--- src/rtl/obj_pkg.sv ---
// Shared object codes, transparency key and FSM state type for the object select encoder.
package obj_pkg;

  localparam logic [7:0] BACKGROUND = 8'd0;
  localparam logic [7:0] WATERFALL  = 8'd1;
  localparam logic [7:0] LOG        = 8'd2;
  localparam logic [7:0] FROG       = 8'd3;
  localparam logic [7:0] ENDBANK    = 8'd4;

  localparam logic [7:0] TRANSPARENT_RGB = 8'hFF;

  typedef enum logic [1:0] {
    WAIT_FRAME,
    ACCUM,
    REPORT
  } sel_state_t;

  // Fixed draw priority: frog over log over end bank over waterfall.
  function automatic logic [7:0] encode_object(input logic frog_req,
                                               input logic log_req,
                                               input logic endbank_req,
                                               input logic waterfall_req);
    if (frog_req)
      return FROG;
    else if (log_req)
      return LOG;
    else if (endbank_req)
      return ENDBANK;
    else if (waterfall_req)
      return WATERFALL;
    else
      return BACKGROUND;
  endfunction

endpackage

--- src/rtl/object_select_encoder_overlap_counter.sv ---
// Saturating per-frame overlap counter with clear and load-from-inc restart.
module overlap_counter #(
  parameter int CNT_W = 16
) (
  input  logic             CLK,
  input  logic             RESETn,
  input  logic             clear,
  input  logic             load,
  input  logic             inc,
  output logic [CNT_W-1:0] total
);

  logic [CNT_W-1:0] count;

  // total is the value the counter takes at the next edge, so a frame that
  // closes this cycle can be judged including this cycle's increment.
  always_comb begin
    total = count;
    if (clear)
      total = '0;
    else if (load)
      total = CNT_W'(inc);
    else if (inc && (count != {CNT_W{1'b1}}))
      total = count + CNT_W'(1);
  end

  always_ff @(posedge CLK or negedge RESETn) begin
    if (!RESETn)
      count <= '0;
    else
      count <= total;
  end

endmodule

--- src/rtl/object_select_encoder.sv ---
// Per-pixel object priority encoder with per-frame frog collision reporting.
// Optional macro OBJECT_TRANSPARENCY_EN: 8'hFF frog/log pixels are treated as no request.
module object_select_encoder
  import obj_pkg::*;
#(
  parameter int CNT_W       = 16,
  parameter int MIN_OVERLAP = 4
) (
  input  logic       CLK,
  input  logic       RESETn,
  input  logic       startOfFrame,
  input  logic       frog_draw_req,
  input  logic       log_draw_req,
  input  logic       waterfall_draw_req,
  input  logic       endbank_draw_req,
  input  logic [7:0] frog_RGB,
  input  logic [7:0] log_RGB,
  output logic [7:0] object_to_draw,
  output logic       frog_in_water,
  output logic       frog_on_log,
  output logic       frog_at_endbank,
  output logic       report_valid
);

  localparam logic [CNT_W-1:0] MIN_CNT = CNT_W'(MIN_OVERLAP);

  logic frog_req;
  logic log_req;

`ifdef OBJECT_TRANSPARENCY_EN
  assign frog_req = frog_draw_req & (frog_RGB != TRANSPARENT_RGB);
  assign log_req  = log_draw_req  & (log_RGB  != TRANSPARENT_RGB);
`else
  logic unused_rgb;
  assign unused_rgb = ^{frog_RGB, log_RGB};
  assign frog_req   = frog_draw_req;
  assign log_req    = log_draw_req;
`endif

  logic water_term;
  logic on_log_term;
  logic bank_term;

  assign water_term  = frog_req & waterfall_draw_req & ~log_req;
  assign on_log_term = frog_req & log_req;
  assign bank_term   = frog_req & endbank_draw_req;

  // Overlap terms are delayed one cycle so a startOfFrame-cycle pixel lands in the new frame.
  logic water_d;
  logic on_log_d;
  logic bank_d;

  sel_state_t state;

  logic             cnt_clear;
  logic             cnt_load;
  logic [CNT_W-1:0] water_total;
  logic [CNT_W-1:0] log_total;
  logic [CNT_W-1:0] bank_total;

  assign cnt_clear = (state == WAIT_FRAME);
  assign cnt_load  = (state == REPORT);

  overlap_counter #(.CNT_W(CNT_W)) u_water_cnt (
    .CLK   (CLK),
    .RESETn(RESETn),
    .clear (cnt_clear),
    .load  (cnt_load),
    .inc   (water_d),
    .total (water_total)
  );

  overlap_counter #(.CNT_W(CNT_W)) u_log_cnt (
    .CLK   (CLK),
    .RESETn(RESETn),
    .clear (cnt_clear),
    .load  (cnt_load),
    .inc   (on_log_d),
    .total (log_total)
  );

  overlap_counter #(.CNT_W(CNT_W)) u_bank_cnt (
    .CLK   (CLK),
    .RESETn(RESETn),
    .clear (cnt_clear),
    .load  (cnt_load),
    .inc   (bank_d),
    .total (bank_total)
  );

  // A pulse seen in REPORT re-enters REPORT so back-to-back frames are each reported.
  always_ff @(posedge CLK or negedge RESETn) begin
    if (!RESETn) begin
      state           <= WAIT_FRAME;
      object_to_draw  <= BACKGROUND;
      water_d         <= 1'b0;
      on_log_d        <= 1'b0;
      bank_d          <= 1'b0;
      frog_in_water   <= 1'b0;
      frog_on_log     <= 1'b0;
      frog_at_endbank <= 1'b0;
      report_valid    <= 1'b0;
    end else begin
      object_to_draw <= encode_object(frog_req, log_req, endbank_draw_req, waterfall_draw_req);
      water_d        <= water_term;
      on_log_d       <= on_log_term;
      bank_d         <= bank_term;
      report_valid   <= 1'b0;
      case (state)
        WAIT_FRAME: begin
          if (startOfFrame)
            state <= ACCUM;
        end
        ACCUM, REPORT: begin
          if (startOfFrame) begin
            state           <= REPORT;
            report_valid    <= 1'b1;
            frog_in_water   <= (water_total >= MIN_CNT);
            frog_on_log     <= (log_total   >= MIN_CNT);
            frog_at_endbank <= (bank_total  >= MIN_CNT);
          end else begin
            state <= ACCUM;
          end
        end
        default: state <= WAIT_FRAME;
      endcase
    end
  end

endmodule

--- config.mk ---
export PLATFORM = sky130hd
export DESIGN_NAME = object_select_encoder
export DESIGN_NICKNAME = d
export VERILOG_FILES = /design/src/rtl/obj_pkg.sv /design/src/rtl/object_select_encoder_overlap_counter.sv /design/src/rtl/object_select_encoder.sv
export SDC_FILE = /design/constraint.sdc
export NUM_CORES = 1
export LEC_CHECK = 0
export CORE_UTILIZATION = 25
export DETAILED_ROUTE_END_ITERATION = 7
export HOLD_SLACK_MARGIN = 0.15
export REMOVE_ABC_BUFFERS = 1
export SYNTH_ARGS = -nofsm -noshare
export SYNTH_HDL_FRONTEND = slang
export SYNTH_HIERARCHICAL = 1
export SYNTH_SLANG_ARGS = --single-unit
--- constraint.sdc ---
create_clock -name CLK -period 2.3 [get_ports CLK]
set_input_delay 0.46 -clock CLK [delete_from_list [all_inputs] [get_ports CLK]]
set_output_delay 0.46 -clock CLK [all_outputs]
set_load 0.05 [all_outputs]
; ---- Word level (Yosys, flattened, before mapping)
; Cells that the tools add are included.
[op_classes]
addsub = 3
n_lt_le_gt_ge = 3
n_eq_ne = 6
mux = 18
bitwise = 5
n_reduce_logical = 6
[ops]
columns = operator, n
row1 = 2-to-1 mux 16 bit, 9
row2 = adder 16 x 1 -> 16 bit (second input constant), 3
row3 = >= comparator 16 x 3 -> 1 bit (second input constant), 3
row4 = inequality test 16 bit (second input constant), 3
row5 = 2-to-1 mux 8 bit, 1
row6 = 2-to-1 mux 3 bit, 2
row7 = AND 1 bit, 4
row8 = 2-to-1 mux 2 bit, 2
row9 = case mux 2 bit (2 select lines), 1
row10 = logical AND 1 bit, 3
row11 = 2-to-1 mux 1 bit, 3
row12 = equality test 2 x 1 -> 1 bit (second input constant), 1
row13 = equality test 2 bit (second input constant), 1
row14 = zero test 2 bit, 1
row15 = inequality test 2 bit (second input constant), 1
row16 = AND reduction 2 bit, 1
row17 = OR reduction 2 bit, 1
row18 = inverter 1 bit, 1
[word_totals]
register_bits = 65
inputBits = 23
elab_cells = 53

; ---- Longest topological paths before layout
; Gate-level depths: netlist of run 1.
[depth]
ltp_word = 6
ltp_mapped = 11
mapped_depth_nobuf = 9

; ---- Modules after synthesis
; The synthesis of run 1 kept the hierarchy.
[modules_own_cells]
columns = mod, n_inst, cells_per_inst, area_each_um2, seq_area_each_um2
row1 = overlap_counter, 3, 105, 959.7, 400.4
row2 = object_select_encoder, 1, 61, 665.6, 300.3

; ---- Worst setup path before layout of run 1
; OpenSTA, ideal clock, no wires.
[synth_timing]
path_kind = register to register
start = register state[0]
end = register frog_at_endbank
setup_time_ns = 0.121
arrival_time_ns = 2.028
required_time_ns = 2.179
setup_slack_ns = 0.151
path_stages_with_launch = 10
n_path_buf = 2
cell_sequence = dfrtp_1 inv_1 ha_1 or2_1 clkbuf_1 clkbuf_1 a21oi_1 nor4_4 nand3_2 o22a_1
[synth_via]
elab_chain_len = 4
word_cells_on_any_way = 8
classes_between = order compare: 1 / eq/ne: 2 / mux: 2 / reduce/logical: 3
[synth_lines]
columns = item, line
row1 = from (decl), object_select_encoder.sv:53  ; sel_state_t state;
row2 = from (signal assigned), object_select_encoder.sv:94  ; state <= WAIT_FRAME;
row3 = from (signal assigned), object_select_encoder.sv:112  ; state <= ACCUM;
row4 = from (signal assigned), object_select_encoder.sv:116  ; state <= REPORT;
row5 = equality test 2 bit, object_select_encoder.sv:62  ; assign cnt_load = (state == REPORT);
row6 = via cnt_load, object_select_encoder.sv:56  ; logic cnt_load;
row7 = 2-to-1 mux 16 bit, object_select_encoder_overlap_counter.sv:21  ; else if (load)
row8 = 2-to-1 mux 16 bit, object_select_encoder_overlap_counter.sv:19  ; if (clear)
row9 = via bank_total[14], object_select_encoder.sv:59  ; logic [CNT_W-1:0] bank_total;
row10 = >= comparator 16 x 3 -> 1 bit, object_select_encoder.sv:120  ; frog_at_endbank <= (bank_total >= MIN_CNT);
row11 = to (signal assigned), object_select_encoder.sv:120
row12 = to (decl), object_select_encoder.sv:21  ; output logic frog_at_endbank,
; The timed path passes the listed nets, and every way through them passes these cells.
; A chain may end at the register's enable or synchronous reset.

; ---- Final worst setup path of run 1
[layout_timing]
start = register u_log_cnt.count[9]
end = register frog_on_log
[layout_via]
elab_chain_len = 6
word_cells_on_any_way = 7
classes_between = add/sub: 1 / order compare: 1 / eq/ne: 1 / mux: 3 / reduce/logical: 1
[layout_lines]
columns = item, line
row1 = from (decl), object_select_encoder_overlap_counter.sv:13  ; logic [CNT_W-1:0] count;
row2 = from (signal assigned), object_select_encoder_overlap_counter.sv:31  ; count <= total;
row3 = inequality test 16 bit, object_select_encoder_overlap_counter.sv:23  ; else if (inc && (count != {CNT_W{1'b1}}))
row4 = logical AND 1 bit, object_select_encoder_overlap_counter.sv:23
row5 = 2-to-1 mux 16 bit, object_select_encoder_overlap_counter.sv:23
row6 = 2-to-1 mux 16 bit, object_select_encoder_overlap_counter.sv:21
row7 = 2-to-1 mux 16 bit, object_select_encoder_overlap_counter.sv:19
row8 = via log_total[7], object_select_encoder.sv:58  ; logic [CNT_W-1:0] log_total;
row9 = >= comparator 16 x 3 -> 1 bit, object_select_encoder.sv:119  ; frog_on_log <= (log_total >= MIN_CNT);
row10 = to (signal assigned), object_select_encoder.sv:119
row11 = to (decl), object_select_encoder.sv:20  ; output logic frog_on_log,
; The timed path passes the listed nets, and every way through them passes these cells.

==> metrics.md, run 1 <==
| Metric | Value |
|---|---|
| I/O Buffers | 13 |
| Final hold vios | 0 |
| Ys Warns | 6 |
| Gate Count Post-Synth | 376 |
| Vias/cell | approximately 5.2 |
| Critical path launch point type | flop |
| Top delay family on crit path | simple AND/OR/NAND/NOR gates |
| Placer Congestion | 0.9140 |
| Final Max Tran Viols | 0 |
| Clock Pin Slew Worst Setup and Hold Paths | around 0.050 ns |
| M1 GR Usage | 16.90% |
| DRT antenna net count | 0 |
| Status | completed |
| Critical-path cell list | nand4_1 > buf_4 > or3_1 > a211oi_1 > nor4_2 > nand2_1 > o22a_1 |
| GRT overflow | 0 |
| Synth Flop Type | dfrtp_1 |
| Global routing usage on met2 | between 20% and 30% |
| Worst hold path class | flop to flop |
| Vias in the first global route | between 3000 and 4000 |
| Slowest cell on crit path | a211oi_1 |
| Die Width | between 100 and 150 µm |
| FP Rows | 43 |
| CP max FO | 6 |
| Hold Path Depth | 1 |
| Final worst-path cycle share | a little over nine tenths |
| First-pass GRT wire length | 15.28 mm |
| Finish-stage setup viols | 0 |
| Clock Tree Root | clkbuf_16 |
| Layout cells sized above 1 | around a fifth |
| Actual slew at the worst max-slew pin | 0.5585 ns |
| Clk_lat worst skew | around 0.34 ns |
| Final WL | just under 9 mm |
| Synth area leader | dfrtp_1 |
| Arr. time, crit path | 2.47 ns |
| Net count, final | ~470 |
| CP required | 2.58 ns |
| CTS Sinks | 60 |
| GRT Total Usage | about an eighth |
| Dpl cell area | between 4000 and 5000 µm² |
| CTS tree | done |
| M3 GR Usage | 3.571% |
| DPL Wire Length | roughly 6.4 mm |
| WL/cell | around 14 µm |
| Critical path endpoint category | flop |
| Crit path buf inv count | 1 |
| Min cycle time layout | ~2.2 ns |
| Syn_area_per_cell | 9.427 µm² |
| Largest net degree at the start of global routing | 25 |
| F_max | between 400 and 500 MHz |
| Pwr/cell area | about 840 nW/µm² |
| Pre-CTS setup slack | about 0.023 ns |
| Setup ws final | 0.1100 ns |
| Power Total | 3.779 mW |
| Full die area | 14660 µm² |
| Diode count | 0 |
| Worst Skew | ~0.0064 ns |
| Setup Total Neg Slack | 0 ns |
| Io pins | 35 |
| Crit path depth | 7 |
| Syn-to-layout area delta | 27.50% |
| Max-cap viol count | 0 |
| Sequential-to-total area share from yosys stat | between 40 and 50% |
| Post-synth EDFFs | 0 |
| Top Usage Layer GRT | met2 |
| Vias | between 3000 and 4000 |
| Core footprint | about 14000 µm² |
| Design area | between 4000 and 5000 µm² |
| VDD IR max | 0.4178 mV |
| 1st-iter DRT viols | around 140 |
| RSZ-0062 raised after global routing | no |
| Initial antenna violation count | 0 |
| DR DRC count | 0 |
| Min Hold Slack | ~0.52 ns |
| DIE HEIGHT | 121.1 µm |
| FF-to-FF path depth | 7 |
| Slew headroom | around 63% |
| CP Class | flop to flop |
| Worst-case clock buffer depth | 2 |
| Post-synth ARST share | 100.0% |
| Register bit total from synthesis | 60 |
| Area contributors post-synth | dfrtp_1 42%, nand2_1 4.3%, a21oi_1 4.2%, nand4_1 3.2%, or3_1 3.2% |
| Yosys top cell area share | between 40 and 50% |
| Synthesized area | approximately 3500 µm² |
| Crit-path max cell delay | roughly 0.43 ns |
| LEAKAGE | 1.785 nW |
| TritonCTS buffer count | 9 |
| Yosys cell types | 47 |
| Starting density of the core | approximately a quarter |
| First-pass DRT Iterations | 4 |
| Htree depth | 3 |
-- cell families (layout without fill, tap and decap cells) --
family | count (synthesis) | in the layout | synth area share (%)
and+or+nand+nor | 184 | 184 | 33.07
AOI/OAI and AO/OA | 91 | 91 | 16.84
DFF | 60 | 60 | 42.36
buffers and inverters | 28 | 89 | 3.918
adders and majority gates | 6 | 6 | 2.118
xor gates and xnor gates | 3 | 3 | 0.7414
muxes | 3 | 3 | 0.8472
other | 1 | 5 | 0.1058
-- cell usage after synthesis (all sizes together), types with 4 or more instances --
library cell and number:
or2 4, or4 15, and4 9, nor4 15, o21ai 13, clkbuf 6
nor2 22, or3 18, and3 6, o41ai 6, nand3b 6, buf 9
nand3 18, dfrtp 60, nand4 21, a21oi 30, o311ai 6, a31oi 6
nand2 41, o31ai 12, ha 6, inv 13, a31o 6
-- final timing paths --
check	start	endpoint	slack, ns
min	frog_on_log$_DFFE_PN0P_	frog_on_log$_DFFE_PN0P_	0.52
max in group asynchronous	RESETn	bank_d$_DFF_PN0_	1.01
min in group asynchronous	RESETn	u_bank_cnt/count[15]$_DFF_PN0_	0.66
max	u_log_cnt/count[9]$_DFF_PN0_	frog_on_log$_DFFE_PN0P_	0.11
max reg2reg	u_log_cnt/count[9]$_DFF_PN0_	frog_on_log$_DFFE_PN0P_	0.11
min reg2reg	frog_on_log$_DFFE_PN0P_	frog_on_log$_DFFE_PN0P_	0.52
-- routing by layer --
layer / vias up / share of wire [%]
met5: - / 0
met4: 0 / 1.6
met3: 12 / 3.9
met2: 69 / 46
met1: 1588 / 48
li1: 1581 / -
-- metrics by stage --
step	utilization [%]	instances
2_1_floorplan	-	365
3_3_place_gp	29.72	597
3_5_place_dp	29.72	597
4_1_cts	31.97	614
5_1_grt	32.56	621
6_report	32.56	621
-- layout make-up --
type                            instances  area, µm²
Tap cell                              180      225.2
Sequential cell                        60       1503
Clock inverter                          6      63.81
Multi-Input combinational cell        292       1947
Clock buffer                           10      239.0
Timing Repair Buffer                   60      493.0
Fill cell                            1425       9361
Inverter                               13      48.80
-- sequential cells by signal, indices dropped and copies added (netlist names) --
| signal | cells |
|---|---|
| bank_d | 1 |
| frog_at_endbank | 1 |
| frog_in_water | 1 |
| frog_on_log | 1 |
| object_to_draw | 3 |
| on_log_d | 1 |
| report_valid | 1 |
| state | 2 |
| u_bank_cnt/count | 16 |
| u_log_cnt/count | 16 |
| u_water_cnt/count | 16 |
| water_d | 1 |
-- power by group --
part           internal [mW]  switching (mW)  leakage [nW]
clock                  0.865           0.504         0.144
sequential              1.14          0.0508         0.816
combinational          0.466           0.753         0.825
-- layout by cell type, fill, tap and decap left out, types with 3 or more instances in the layout --
master	netlist	final
dfrtp_1	60	59
buf_4	5	45
nand2_1	41	41
a21oi_1	30	30
nor2_1	22	20
nand4_1	18	18
or3_1	18	18
or4_1	15	15
inv_1	13	13
clkdlybuf4s50_1	0	12
o31ai_1	12	12
nand3_1	12	12
o21ai_0	10	10
clkbuf_16	0	9
nor4_1	9	7
nand3_2	6	6
and4_1	6	6
o311ai_1	6	6
o41ai_1	6	6
a31o_1	6	6
a31oi_1	6	6
nand3b_1	6	6
nor4_2	3	5
conb_1	1	5
ha_1	6	4
nor4_4	3	3
o22a_1	3	3
and4_4	3	3
and3_1	3	3
or2_1	3	3
nand4_4	3	3
a41oi_1	3	3
a211oi_1	3	3
and3_2	3	3
xor2_1	3	3
o21ai_1	3	3
nor3b_1	3	3
mux2i_1	3	3
-- repair_timing --
| item | in CTS | in global routing |
|---|---|---|
| resized for setup | 0 | 8 |
| buffers inserted | 0 | 7 |
| endpoints found under the setup margin | 0 | 3 |
| hold endpoints to repair | 19 | 0 |
| hold buffers | 1 | 0 |
No activity file was read; power rests on OpenSTA's default activity.
==> run 2, diff against run 1 <==
CTS_BUF_LIST = sky130_fd_sc_hd__clkbuf_16   (was not set)
TNS_END_PERCENT = 20   (was not set)
==> metrics.md, run 2 (same netlist as run 1, synthesis figures left out) <==
| Metric | Value |
|---|---|
| Pre-CTS setup slack | about 0.023 ns |
| Final WL | 8.834 mm |
| VDD IR max | approximately 0.42 mV |
| Biggest regs | u_bank_cnt/count: 16 flops, u_log_cnt/count: 16 flops, u_water_cnt/count: 16 flops |
| FF-to-FF path depth | 6 |
| Worst Skew | ~0.0055 ns |
| Comb power frac | 32.5% |
| Core footprint | between 10000 and 15000 µm² |
| Top Usage Layer GRT | met2 |
| Critical R2R Capture | frog_in_water$_DFFE_PN0P_ |
| Layout cells sized above 1 | 20.32% |
| Actual slew at the worst max-slew pin | between 0.5 and 0.6 ns |
| DIE HEIGHT | around 120 µm |
| Worst-case clock buffer depth | 2 |
| FP Rows | 43 |
| I/O Buffers | 13 |
| Htree depth | 3 |
| CTS Sinks | 60 |
| M3 GR Usage | under 10% |
| Initial antenna violation count | 0 |
| M1 GR Usage | between 10% and 20% |
| Largest net degree at the start of global routing | 25 |
| Arr. time, crit path | around 2.4 ns |
| Placer Congestion | 0.9140 |
| 1st-iter DRT viols | about 120 |
| Clk_lat worst skew | between 0.3 and 0.4 ns |
| DPL Wire Length | about 6.4 mm |
| Setup Total Neg Slack | 0 ns |
| Vias | between 3000 and 4000 |
| Final Max Tran Viols | 0 |
| Syn-to-layout area delta | 26.51% |
| First-pass GRT wire length | 15.32 mm |
| Starting density of the core | between 20% and 30% |
| Die Width | ~120 µm |
| Setup ws final | around 0.16 ns |
| DR DRC count | 0 |
| Clk pwr share | a little over a third |
| Status | completed |
| Switch share | between 30% and 40% |
| Vias in the first global route | 3146 |
| Final hold vios | 0 |
| Worst reg2reg startpoint | u_water_cnt/count[12]$_DFF_PN0_ |
| Worst hold path class | flop to flop |
| Global routing usage on met2 | around a fifth |
| Psw | between 1 and 1.5 mW |
| Net count, final | 462 |
| Finish-stage setup viols | 0 |
| CP Class | flop to flop |
| R2R Setup Slk | approximately 0.16 ns |
| TritonCTS buffer count | 9 |
| DRT antenna net count | 0 |
| CP max FO | 6 |
| Min-Delay Startpoint | frog_on_log$_DFFE_PN0P_ |
| WL/cell | around 14 µm |
| Power Total | ~3.7 mW |
| Full die area | 14660 µm² |
| Most common cell after layout, fill and taps aside | dfrtp_1 |
| Final worst-path cycle share | 93.26% |
| Hold Path End | frog_on_log$_DFFE_PN0P_ |
| Sequential share of power | a little under a third |
| LEAKAGE | about 1.8 nW |
| Min cycle time layout | about 2.1 ns |
| Slew headroom | around 63% |
| Vias/cell | roughly 5.2 |
| Hold Path Depth | 1 |
| Critical path endpoint category | flop |
| Max-cap viol count | 0 |
| GRT overflow | 0 |
| Most frequent cells in the layout | 59 x dfrtp_1, 42 x buf_4, 41 x nand2_1, 30 x a21oi_1, 21 x nor2_1 |
| First-pass DRT Iterations | 4 |
| Diode count | 0 |
| CP required | 2.57 ns |
| Fillers | ~1400 |
| Clock Pin Slew Worst Setup and Hold Paths | around 0.050 ns |
| Min Hold Slack | between 0.5 and 0.6 ns |
| Pwr/cell area | about 830 nW/µm² |
| Internal | approximately 2.4 mW |
| F_max | roughly 470 MHz |
| Critical path launch point type | flop |
| GRT Total Usage | around an eighth |
| Clock Tree Root | clkbuf_16 |
| CTS tree | done |
| RSZ-0062 raised after global routing | no |
| Io pins | 35 |
run 2: area by class of cell:
type                       instances  area, µm²  share of cell area (%)
timing repair buffer              57      470.5                   10.49
tap                              180      225.2                   5.022
clock inverter                     7      67.56                   1.507
inverter                          13      48.80                   1.088
multi-input combinational        292       1944                   43.36
sequential                        60       1503                   33.51
clock buffer                       9      225.2                   5.022
run 2: worst max-delay path by stage:
| stage | endpoint | slack [ns] | startpoint |
|---|---|---|---|
| floorplan | frog_at_endbank$_DFFE_PN0P_ | 0.24 | state[0]$_DFFE_PN0P_ |
| global placement | frog_at_endbank$_DFFE_PN0P_ | 0.05 | u_bank_cnt/count[12]$_DFF_PN0_ |
| detailed placement | frog_at_endbank$_DFFE_PN0P_ | 0.02 | u_bank_cnt/count[12]$_DFF_PN0_ |
| CTS | frog_at_endbank$_DFFE_PN0P_ | 0.01 | u_bank_cnt/count[12]$_DFF_PN0_ |
| global route | frog_on_log$_DFFE_PN0P_ | 0.02 | u_log_cnt/count[0]$_DFF_PN0_ |
| finish | frog_in_water$_DFFE_PN0P_ | 0.16 | u_water_cnt/count[12]$_DFF_PN0_ |
run 2: routing by layer:
metal	share of wire (%)	vias to the layer above
met2	47	55
met5	0	-
met1	48	1589
met3	3.9	11
met4	1.6	0
li1	-	1580
run 2: power groups by stage:
stage	clock network, mW	logic [mW]	registers [mW]
global placement	0	1.17	1.21
floorplan	0	0.498	1.37
finish	1.33	1.22	1.19
detailed placement	0	1.20	1.21
CTS	1.36	1.21	1.19
global route	1.41	1.32	1.21
run 2: timing repair:
action	in CTS	in global routing
hold buffers	1	0
resized for setup	0	7
setup endpoints to repair	0	3
endpoints found under the hold margin	19	0
buffers inserted	0	4
run 2: critical path, cell delays in order (launching register included):
cell and delay (ns):
dfrtp_1 0.41, nand4_1 0.30, or3_1 0.51, a211oi_1 0.49, nor4_1 0.15, nand2_1 0.10
o22a_1 0.12
run 2: per-stage QoR:
step / cell area, µm² / std cells / util [%]
finish: 4484 / 618 / 32.31
global route: 4484 / 618 / 32.31
CTS: 4428 / 614 / 31.90
detailed placement: 4125 / 597 / 29.72
global placement: 4125 / 597 / 29.72
floorplan: 3470 / 365 / -
==> run 3, diff against run 2 <==
RECOVER_POWER = 25   (was not set)
==> metrics.md, run 3 (same netlist as run 1, synthesis figures left out) <==
| Metric | Value |
|---|---|
| Crit-path max cell delay | approximately 0.5 ns |
| CP Class | flop to flop |
| Core Util, Final | roughly a third |
| Vias | around 3200 |
| FP Rows | 43 |
| Worst hold path class | flop to flop |
| FF-to-FF path depth | 6 |
| Starting density of the core | around 26% |
| Arr. time, crit path | approximately 2.4 ns |
| Vias/cell | ~5.2 |
| GRT Total Usage | 13.28% |
| Most frequent cells in the layout | 59 x dfrtp_1, 42 x buf_4, 41 x nand2_1, 30 x a21oi_1, 21 x nor2_1 |
| Syn-to-layout area delta | 26.47% |
| Max-cap viol count | 0 |
| Actual slew at the worst max-slew pin | around 1.3 ns |
| Finish-stage setup viols | 0 |
| Clock Tree Root | clkbuf_16 |
| Full die area | approximately 15000 µm² |
| VDD IR max | about 0.42 mV |
| Register area | between 1500 and 2000 µm² |
| Status | completed |
| Placer Congestion | a little over 0.9 |
| Htree depth | 3 |
| Critical-path cell list | nand4_1 > or3_1 > a211oi_1 > nor4_1 > nand2_1 > o22a_1 |
| Pwr/cell area | roughly 830 nW/µm² |
| Footprint of the multi-input gates | between 1500 and 2000 µm² |
| TritonCTS buffer count | 9 |
| Most common cell after layout, fill and taps aside | dfrtp_1 |
| WL met1 | around 4.2 mm |
| Core footprint | around 14000 µm² |
| Io pins | 35 |
| First-pass DRT Iterations | 4 |
| Routed met3 length | about 340 µm |
| CP max FO | 6 |
| Worst Skew | 0.005521 ns |
| CP required | between 2 and 3 ns |
| 1st-iter DRT viols | ~120 |
| Clk_lat worst skew | about 0.33 ns |
| First-pass GRT wire length | 15.32 mm |
| DR DRC count | 0 |
| CTS Sinks | 60 |
| DIE HEIGHT | around 120 µm |
| Power Total | around 3.7 mW |
| Min Hold Slack | 0.5172 ns |
| Fillers | 1431 |
| Die Width | 121.1 µm |
| Worst-case clock buffer depth | 2 |
| Diode count | 0 |
| Metal2 WL | around 4 mm |
| GRT overflow | 0 |
| Min cycle time layout | approximately 2.1 ns |
| Slowest cell on crit path | or3_1 |
| Biggest regs | u_bank_cnt/count: 16 flops, u_log_cnt/count: 16 flops, u_water_cnt/count: 16 flops |
| Vias in the first global route | approximately 3100 |
| Final WL | 8.835 mm |
| Critical path endpoint category | flop |
| Initial antenna violation count | 0 |
| F_max | 466.2 MHz |
| Clock Pin Slew Worst Setup and Hold Paths | 0.05 ns |
| Non-Filler Instances | between 600 and 700 |
| Final hold vios | 0 |
| CTS tree | done |
| Slew headroom | between 10 and 15% |
| LEAKAGE | around 1.8 nW |
| Net count, final | roughly 460 |
| DP Cell Count | approximately 600 |
| Setup Total Neg Slack | 0 ns |
| Largest net degree at the start of global routing | 25 |
| Layout cells sized above 1 | approximately a fifth |
| DRT antenna net count | 0 |
| Highest routed layer | met4 |
| R2R Setup Slk | around 0.16 ns |
| Critical path launch point type | flop |
| RSZ-0062 raised after global routing | no |
| DPL Wire Length | around 6.4 mm |
| Final worst-path cycle share | 93.26% |
| WL/cell | between 10 and 15 µm |
| Final Max Tran Viols | 0 |
| I/O Buffers | 13 |
| Hold Path Depth | 1 |
==> run 3: changes by cell type in the layout (fill, tap and decap cells not counted), sizes merged <==
cell           delta
buf               -1
clkbuf            +1
clkdlybuf4s50     -2
dlygate4sd3       +2
==> run 3: worst paths after layout <==
kind | from | endpoint
worst max-delay path | u_water_cnt/count[12]$_DFF_PN0_ | frog_in_water$_DFFE_PN0P_
worst min-delay path | frog_on_log$_DFFE_PN0P_ | frog_on_log$_DFFE_PN0P_
worst max register to register | u_water_cnt/count[12]$_DFF_PN0_ | frog_in_water$_DFFE_PN0P_
worst min register to register | frog_on_log$_DFFE_PN0P_ | frog_on_log$_DFFE_PN0P_
max in group asynchronous | RESETn | bank_d$_DFF_PN0_
min in group asynchronous | RESETn | u_log_cnt/count[12]$_DFF_PN0_
==> run 3: where the power goes <==
group          leakage, nW  switching, mW  internal [mW]  total [mW]
Combinational        0.810          0.752          0.464        1.22
Sequential           0.816         0.0503           1.14        1.19
Clock                0.139          0.501          0.831        1.33
Total                 1.76           1.30           2.44        3.74
==> run 3: cell type report <==
class,count,area share [%]
multi-input cells,292,43.37
flip-flops and latches,60,33.52
well taps,180,5.024
repair buffers,57,10.47
clock inverters,7,1.507
inverters,13,1.088
clock buffers,9,5.024
==> run 3: layer usage <==
metal,global-route usage [%],vias to the layer above
met5,0,-
met4,5.787,0
met3,3.571,11
met2,20.93,55
met1,16.99,1590
li1,-,1581
==> run 3: critical path: cells and delay by family (launching register included) <==
family             cells  cell delay [ns]
and+or+nand+nor        4             1.06
AOI/OAI and AO/OA      2             0.61
DFF                    1             0.41
==> run 3: through the flow <==
step	worst slack, ns	area [µm²]
3_3_place_gp	0.04846	4125
3_5_place_dp	0.02301	4125
6_report	0.1551	4483
5_1_grt	0.01620	4483
4_1_cts	0.01347	4428
2_1_floorplan	0.2376	3470
==> run 3: timing repair <==
item | 4_1_cts | 5_1_grt
endpoints found under the setup margin | 0 | 3
hold endpoints to repair | 19 | 0
setup buffers | 0 | 4
gates resized for setup | 0 | 7
hold buffers | 1 | 0
